File: config.mk
export PLATFORM = sky130hd
export DESIGN_NAME = wb_port_arbiter_flat
export DESIGN_NICKNAME = d
export VERILOG_FILES = /design/src/rtl/wb_port_arbiter_if.sv /design/src/rtl/wb_port_arbiter.sv /design/src/flat_wrapper.sv
export SDC_FILE = /design/constraint.sdc
export NUM_CORES = 1
export LEC_CHECK = 0
export ABC_AREA = 1
export CORE_ASPECT_RATIO = 1.1
export CORE_UTILIZATION = 52
export CTS_BUF_LIST = sky130_fd_sc_hd__clkbuf_16
export DETAILED_ROUTE_END_ITERATION = 8
export GPL_ROUTABILITY_DRIVEN = 0
export PLACE_DENSITY = 0.91
export SYNTH_ARGS = -nofsm -noshare
export SYNTH_HDL_FRONTEND = slang
export SYNTH_SLANG_ARGS = --single-unit
export TNS_END_PERCENT = 30
File: constraint.sdc
create_clock -name clk -period 3.6 [get_ports clk]
set_input_delay 1.08 -clock clk [delete_from_list [all_inputs] [get_ports clk]]
set_output_delay 1.08 -clock clk [all_outputs]
set_load 0.01 [all_outputs]
File: src/rtl/wb_port_arbiter_if.sv
// Register-file write-port bundle: pipeline writeback, mul/div result stream,
// RF write outputs and hazard-unit pending queries.
interface wb_port_arbiter_if #(
  parameter int word_width = 32
);
  logic                  RegWriteW;
  logic [4:0]            RdW;
  logic [word_width-1:0] ResultW;
  logic                  MdValid;
  logic [4:0]            MdRd;
  logic [word_width-1:0] MdResult;
  logic                  MdReady;
  logic                  RegWriteRF;
  logic [4:0]            RdRF;
  logic [word_width-1:0] WDRF;
  logic                  GrantMd;
  logic [4:0]            QueryRs1;
  logic [4:0]            QueryRs2;
  logic                  PendingRs1;
  logic                  PendingRs2;
  logic                  StallReq;

  // Mul/div handshake: a result transfers on any cycle where MdValid && MdReady.
  modport master (
    output RegWriteW, RdW, ResultW, MdValid, MdRd, MdResult, QueryRs1, QueryRs2,
    input  MdReady, RegWriteRF, RdRF, WDRF, GrantMd, PendingRs1, PendingRs2, StallReq
  );

  modport slave (
    input  RegWriteW, RdW, ResultW, MdValid, MdRd, MdResult, QueryRs1, QueryRs2,
    output MdReady, RegWriteRF, RdRF, WDRF, GrantMd, PendingRs1, PendingRs2, StallReq
  );
endinterface

File: src/rtl/wb_port_arbiter.sv
// Shares the RF write port between pipeline writeback (always wins) and a small
// FIFO of out-of-band mul/div results that drain into idle writeback slots.
module wb_port_arbiter #(
  parameter int word_width   = 32,
  parameter int DEPTH        = 2,
  parameter int STARVE_LIMIT = 4
) (
  input logic              clk,
  input logic              rst_n,
  wb_port_arbiter_if.slave bus
);
  localparam int PTR_W = $clog2(DEPTH);
  localparam int CNT_W = PTR_W + 1;
  localparam int SC_W  = $clog2(STARVE_LIMIT + 1);

  logic [DEPTH-1:0]      live_q, live_d;
  logic [4:0]            rd_q   [DEPTH];
  logic [4:0]            rd_d   [DEPTH];
  logic [word_width-1:0] data_q [DEPTH];
  logic [word_width-1:0] data_d [DEPTH];
  logic [PTR_W-1:0]      wr_ptr_q, wr_ptr_d, rd_ptr_q, rd_ptr_d;
  logic [CNT_W-1:0]      count_q, count_d;
  logic [SC_W-1:0]       starve_q, starve_d;
  logic                  stall_req_q, stall_req_d;

  logic fifo_full, not_empty, head_live, any_live;
  logic pipe_wr, grant, pop, push;

  always_comb begin
    fifo_full = (count_q == CNT_W'(DEPTH));
    not_empty = (count_q != '0);
    head_live = not_empty && live_q[rd_ptr_q];
    any_live  = |live_q;
    pipe_wr   = bus.RegWriteW && (bus.RdW != 5'd0);
    grant     = !pipe_wr && head_live;
    // A dead head is discarded without touching the RF, even under a pipeline write.
    pop       = not_empty && (grant || !live_q[rd_ptr_q]);
    push      = bus.MdValid && !fifo_full && (bus.MdRd != 5'd0);
  end

  always_comb begin
    live_d = live_q;
    rd_d   = rd_q;
    data_d = data_q;
    for (int i = 0; i < DEPTH; i++) begin
      if (pipe_wr && live_q[i] && (rd_q[i] == bus.RdW)) live_d[i] = 1'b0;
    end
    if (pop) live_d[rd_ptr_q] = 1'b0;
    // Applied after the kill so a result enqueued alongside a same-rd write survives.
    if (push) begin
      live_d[wr_ptr_q] = 1'b1;
      rd_d[wr_ptr_q]   = bus.MdRd;
      data_d[wr_ptr_q] = bus.MdResult;
    end
    wr_ptr_d = wr_ptr_q + PTR_W'(push);
    rd_ptr_d = rd_ptr_q + PTR_W'(pop);
    count_d  = count_q + CNT_W'(push) - CNT_W'(pop);
  end

  always_comb begin
    if (grant || !any_live) begin
      starve_d = '0;
    end else if (head_live && pipe_wr && (starve_q != SC_W'(STARVE_LIMIT))) begin
      starve_d = starve_q + SC_W'(1);
    end else begin
      starve_d = starve_q;
    end
    stall_req_d = (starve_d >= SC_W'(STARVE_LIMIT));
  end

  always_ff @(posedge clk or negedge rst_n) begin
    if (!rst_n) begin
      live_q      <= '0;
      wr_ptr_q    <= '0;
      rd_ptr_q    <= '0;
      count_q     <= '0;
      starve_q    <= '0;
      stall_req_q <= 1'b0;
      for (int i = 0; i < DEPTH; i++) begin
        rd_q[i]   <= '0;
        data_q[i] <= '0;
      end
    end else begin
      live_q      <= live_d;
      wr_ptr_q    <= wr_ptr_d;
      rd_ptr_q    <= rd_ptr_d;
      count_q     <= count_d;
      starve_q    <= starve_d;
      stall_req_q <= stall_req_d;
      for (int i = 0; i < DEPTH; i++) begin
        rd_q[i]   <= rd_d[i];
        data_q[i] <= data_d[i];
      end
    end
  end

  always_comb begin
    bus.MdReady    = !fifo_full;
    bus.StallReq   = stall_req_q;
    bus.GrantMd    = grant;
    bus.RegWriteRF = 1'b0;
    bus.RdRF       = 5'd0;
    bus.WDRF       = '0;
    if (pipe_wr) begin
      bus.RegWriteRF = 1'b1;
      bus.RdRF       = bus.RdW;
      bus.WDRF       = bus.ResultW;
    end else if (grant) begin
      bus.RegWriteRF = 1'b1;
      bus.RdRF       = rd_q[rd_ptr_q];
      bus.WDRF       = data_q[rd_ptr_q];
    end
  end

  // Only live entries are reported; the in-flight incoming result is not.
  always_comb begin
    bus.PendingRs1 = 1'b0;
    bus.PendingRs2 = 1'b0;
    for (int i = 0; i < DEPTH; i++) begin
      if (live_q[i] && (rd_q[i] == bus.QueryRs1) && (bus.QueryRs1 != 5'd0)) bus.PendingRs1 = 1'b1;
      if (live_q[i] && (rd_q[i] == bus.QueryRs2) && (bus.QueryRs2 != 5'd0)) bus.PendingRs2 = 1'b1;
    end
  end
endmodule
File: src/flat_wrapper.sv
// flat-port wrapper written by rule: the top's interface ports become plain ports
module wb_port_arbiter_flat 
#(
  parameter int word_width   = 32,
  parameter int DEPTH        = 2,
  parameter int STARVE_LIMIT = 4
)
  (clk, rst_n, bus_RegWriteW, bus_RdW, bus_ResultW, bus_MdValid, bus_MdRd, bus_MdResult, bus_QueryRs1, bus_QueryRs2, bus_MdReady, bus_RegWriteRF, bus_RdRF, bus_WDRF, bus_GrantMd, bus_PendingRs1, bus_PendingRs2, bus_StallReq);
  wb_port_arbiter_if #(.word_width(word_width)) bus_i ();
  input logic clk;
  input logic rst_n;
  input wire logic [$bits(bus_i.RegWriteW)-1:0] bus_RegWriteW;
  input wire logic [$bits(bus_i.RdW)-1:0] bus_RdW;
  input wire logic [$bits(bus_i.ResultW)-1:0] bus_ResultW;
  input wire logic [$bits(bus_i.MdValid)-1:0] bus_MdValid;
  input wire logic [$bits(bus_i.MdRd)-1:0] bus_MdRd;
  input wire logic [$bits(bus_i.MdResult)-1:0] bus_MdResult;
  input wire logic [$bits(bus_i.QueryRs1)-1:0] bus_QueryRs1;
  input wire logic [$bits(bus_i.QueryRs2)-1:0] bus_QueryRs2;
  output wire logic [$bits(bus_i.MdReady)-1:0] bus_MdReady;
  output wire logic [$bits(bus_i.RegWriteRF)-1:0] bus_RegWriteRF;
  output wire logic [$bits(bus_i.RdRF)-1:0] bus_RdRF;
  output wire logic [$bits(bus_i.WDRF)-1:0] bus_WDRF;
  output wire logic [$bits(bus_i.GrantMd)-1:0] bus_GrantMd;
  output wire logic [$bits(bus_i.PendingRs1)-1:0] bus_PendingRs1;
  output wire logic [$bits(bus_i.PendingRs2)-1:0] bus_PendingRs2;
  output wire logic [$bits(bus_i.StallReq)-1:0] bus_StallReq;
  assign bus_i.RegWriteW = bus_RegWriteW;
  assign bus_i.RdW = bus_RdW;
  assign bus_i.ResultW = bus_ResultW;
  assign bus_i.MdValid = bus_MdValid;
  assign bus_i.MdRd = bus_MdRd;
  assign bus_i.MdResult = bus_MdResult;
  assign bus_i.QueryRs1 = bus_QueryRs1;
  assign bus_i.QueryRs2 = bus_QueryRs2;
  assign bus_MdReady = bus_i.MdReady;
  assign bus_RegWriteRF = bus_i.RegWriteRF;
  assign bus_RdRF = bus_i.RdRF;
  assign bus_WDRF = bus_i.WDRF;
  assign bus_GrantMd = bus_i.GrantMd;
  assign bus_PendingRs1 = bus_i.PendingRs1;
  assign bus_PendingRs2 = bus_i.PendingRs2;
  assign bus_StallReq = bus_i.StallReq;
  wb_port_arbiter #(.word_width(word_width), .DEPTH(DEPTH), .STARVE_LIMIT(STARVE_LIMIT)) u_core (.clk(clk), .rst_n(rst_n), .bus(bus_i));
endmodule
==> impl_metrics.tcl <==
set metrics [dict create \
    synth.avg_cell_area_sq_um 8.11 \
    drc 0 \
    cp-start-kind "primary input" \
    synth.area.top_cells "dfrtp_1 46%, o21ai_0 14%, nand2_1 9.7%" \
    ir_drop_mv 0.402 \
    wl_mm 12.6 \
    async_flop_share 1.00 \
    antennaDiodeCount 0 \
    drv_slew 0 \
    synth_area_sq_mm 0.00456 \
    cts_buffers 9 \
    vias 4482 \
    max_freq_ghz 0.283 \
    row_count 35 \
    rsz0062_at_grt "true" \
    start_util 0.539 \
    hold_path_class "flip-flop to flip-flop" \
    nFillCells 598 \
    grtUsageTotal 0.293 \
    synth_edf_count 0 \
    routedWlPerCell_um 15.8 \
    cts_sinks 83 \
    power_leakage_nw 2.90 \
    portBuffers 130 \
    cts_tree "done" \
    grt_pass1_vias 4684 \
    drt-initial-drc-count 236 \
    end_kind "primary output" \
    multiInputGateArea_sq_mm 0.00213 \
    max_cap_viol_count 0 \
    relSlewSlack 0.316 \
    skew_ns 0.00614 \
    core_sq_mm 0.00845 \
    syn_inst 562 \
    antenna_found_initial 0 \
    die_area_sq_mm 0.00914 \
    finalHoldViolCount 0 \
    crit_path_max_fanout 18 \
    totalNegativeSetupSlack_ns 0 \
    synth.yosys.warnings 0 \
    tightest_slew_ns 1.03 \
    crit_type "primary input to primary output" \
    path_clk_slew_ns 0.06 \
    synth_top_area_share 0.456 \
    dr.pass1.iters 5 \
    synth_area_leader_cell "dfrtp_1" \
    io_pins 131 \
    grt_first_pass_wirelength_mm 21.2 \
    root_buffer "clkbuf_16" \
    grt_start_max_net_pins 84 \
    overflow 0 \
    htree_levels 3 \
    period_share 0.983 \
    hpwl_mm 8.65 \
    drive_above_1_share 0.165 \
    yosys.cell_types.count 27 \
    area_delta_synth_final_pct 35.4 \
    post-cts-setup-buffers 0 \
    syn_nets 655 \
    dieHeight_um 100 \
    ant_nets 0 \
    synthFlopType "dfrtp_1" \
    final_util 0.730 \
    cellPowerDensity_mw_per_mm2 761 \
    clk_path_buf_depth 2 \
    ys_seq_area_frac 0.456 \
    layout.nets 780 \
    worstPathRequired_ns 2.52 \
    synth-seq-cells 83 \
    cts_hold_buf 0 \
    seqCellArea_sq_mm 0.00208 \
    clock_latency_ns 0.33 \
    setup_viol 0 \
    status "finished clean" \
    arrival_ns 2.46 \
    fin_crit_ns 3.54 \
    via_per_inst 5.60 \
    die_w_um 91.3 \
]
[cell type report]
| class | count | share of cell area |
|---|---|---|
| multi-input cells | 386 | 0.346 |
| flip-flops and latches | 83 | 0.337 |
| repair buffers | 146 | 0.210 |
| inverters | 61 | 0.0371 |
| clock buffers | 9 | 0.0365 |
| well taps | 111 | 0.0225 |
| clock inverters | 4 | 0.0112 |
[placed cells by master, fill, tap and decap left out]
master / instances
a31oi_1: 1
dlygate4sd2_1: 5
clkdlybuf4s50_1: 83
bufinv_16: 2
clkbuf_2: 1
nand4_1: 2
clkbuf_16: 10
nand3_4: 1
nor3_1: 4
inv_1: 59
o21ai_2: 1
xnor2_1: 6
inv_2: 2
nand2_4: 3
o21ai_0: 104
xor2_1: 7
o21ai_1: 19
ha_1: 3
nand2_1: 117
buf_2: 36
ha_2: 2
clkinv_2: 1
dfrtp_1: 83
clkinv_1: 1
nand3_1: 40
o22ai_1: 10
nor2_1: 17
o22ai_2: 1
a21oi_1: 8
a21oi_2: 1
a21boi_0: 2
buf_6: 1
buf_4: 12
nor2_2: 2
dlymetal6s2s_1: 4
nand2_2: 2
mux2_2: 33
buf_12: 3
[what timing repair did]
item,CTS,global route
gates resized for setup,143,39
pin swaps,0,3
setup endpoints to repair,41,36
cloned,0,1
[metal layers]
layer | GRT usage | part of all wire
met1 | 0.346 | 0.40
met2 | 0.513 | 0.50
met4 | 0.144 | 0.033
met3 | 0.0576 | 0.069
met5 | 0 | 0
[through the flow]
step	cell area, sq um	instances	setup slack (ns)	power (mW)	hold WS, ns
finish	6170	800	0.0626	4.70	0.499
global route	6170	800	-0.00204	5.06	0.514
CTS	6210	799	0.000454	4.67	0.502
detailed placement	6010	786	-0.361	3.80	0.490
global placement	6010	786	-0.368	3.67	0.484
floorplan	4560	562	0.559	2.96	0.475
[synth_stat cells, types with 4 or more instances]
| cell | count |
|---|---|
| nand2_1 | 118 |
| ha_1 | 5 |
| buf_2 | 10 |
| dfrtp_1 | 83 |
| nand3_1 | 40 |
| inv_1 | 60 |
| o22ai_1 | 11 |
| nor2_1 | 17 |
| xnor2_1 | 6 |
| xor2_1 | 7 |
| clkbuf_1 | 20 |
| o21ai_0 | 123 |
| mux2_2 | 33 |
| nor3_1 | 4 |
| a21oi_1 | 8 |
[path summary, 6_finish.rpt]
check,startpoint,to,slack (ns),depth (start not counted)
setup / recovery,bus_RdW[4],bus_GrantMd,0.06,8
hold / removal,u_core.data_q[21],u_core.data_q[21],0.50,1
setup reg to reg,u_core.count_q[1],u_core.data_q[2],1.35,5
hold reg to reg,u_core.data_q[21],u_core.data_q[21],0.50,1
max in group asynchronous,rst_n,u_core.rd_q[7],2.01,1
min in group asynchronous,rst_n,u_core.data_q[38],0.92,1
[report_power, final]
| part | internal, mW | switching (mW) |
|---|---|---|
| sequential | 1.39 | 0.278 |
| clock | 0.592 | 0.340 |
| combinational | 0.890 | 1.20 |
| total | 2.87 | 1.82 |
[state kept, by name, indices dropped and copies added (netlist names)]
signal	flops
u_core.wr_ptr_q	1
u_core.data_q	64
u_core.bus.StallReq	1
u_core.rd_ptr_q	1
u_core.live_q	2
u_core.rd_q	10
u_core.starve_q	2
u_core.count_q	2
[logic make-up after synthesis]
family,Yosys count,synth area share
flip-flops,83,0.456
AND/OR/NAND/NOR,188,0.177
adder cells (fa/ha/maj),5,0.0137
XOR/XNOR,13,0.0250
multiplexers,33,0.0815
AO/OA/AOI/OAI,147,0.167
buffers and inverters,93,0.0810
[critical path, cell delays in order]
cell             delay (ns)
clkdlybuf4s50_1        0.52
inv_2                  0.08
nand3_4                0.11
nand2_4                0.06
nand2_4                0.12
buf_12                 0.17
inv_1                  0.04
dlygate4sd2_1          0.27
Power figures use the tool's default switching activity.
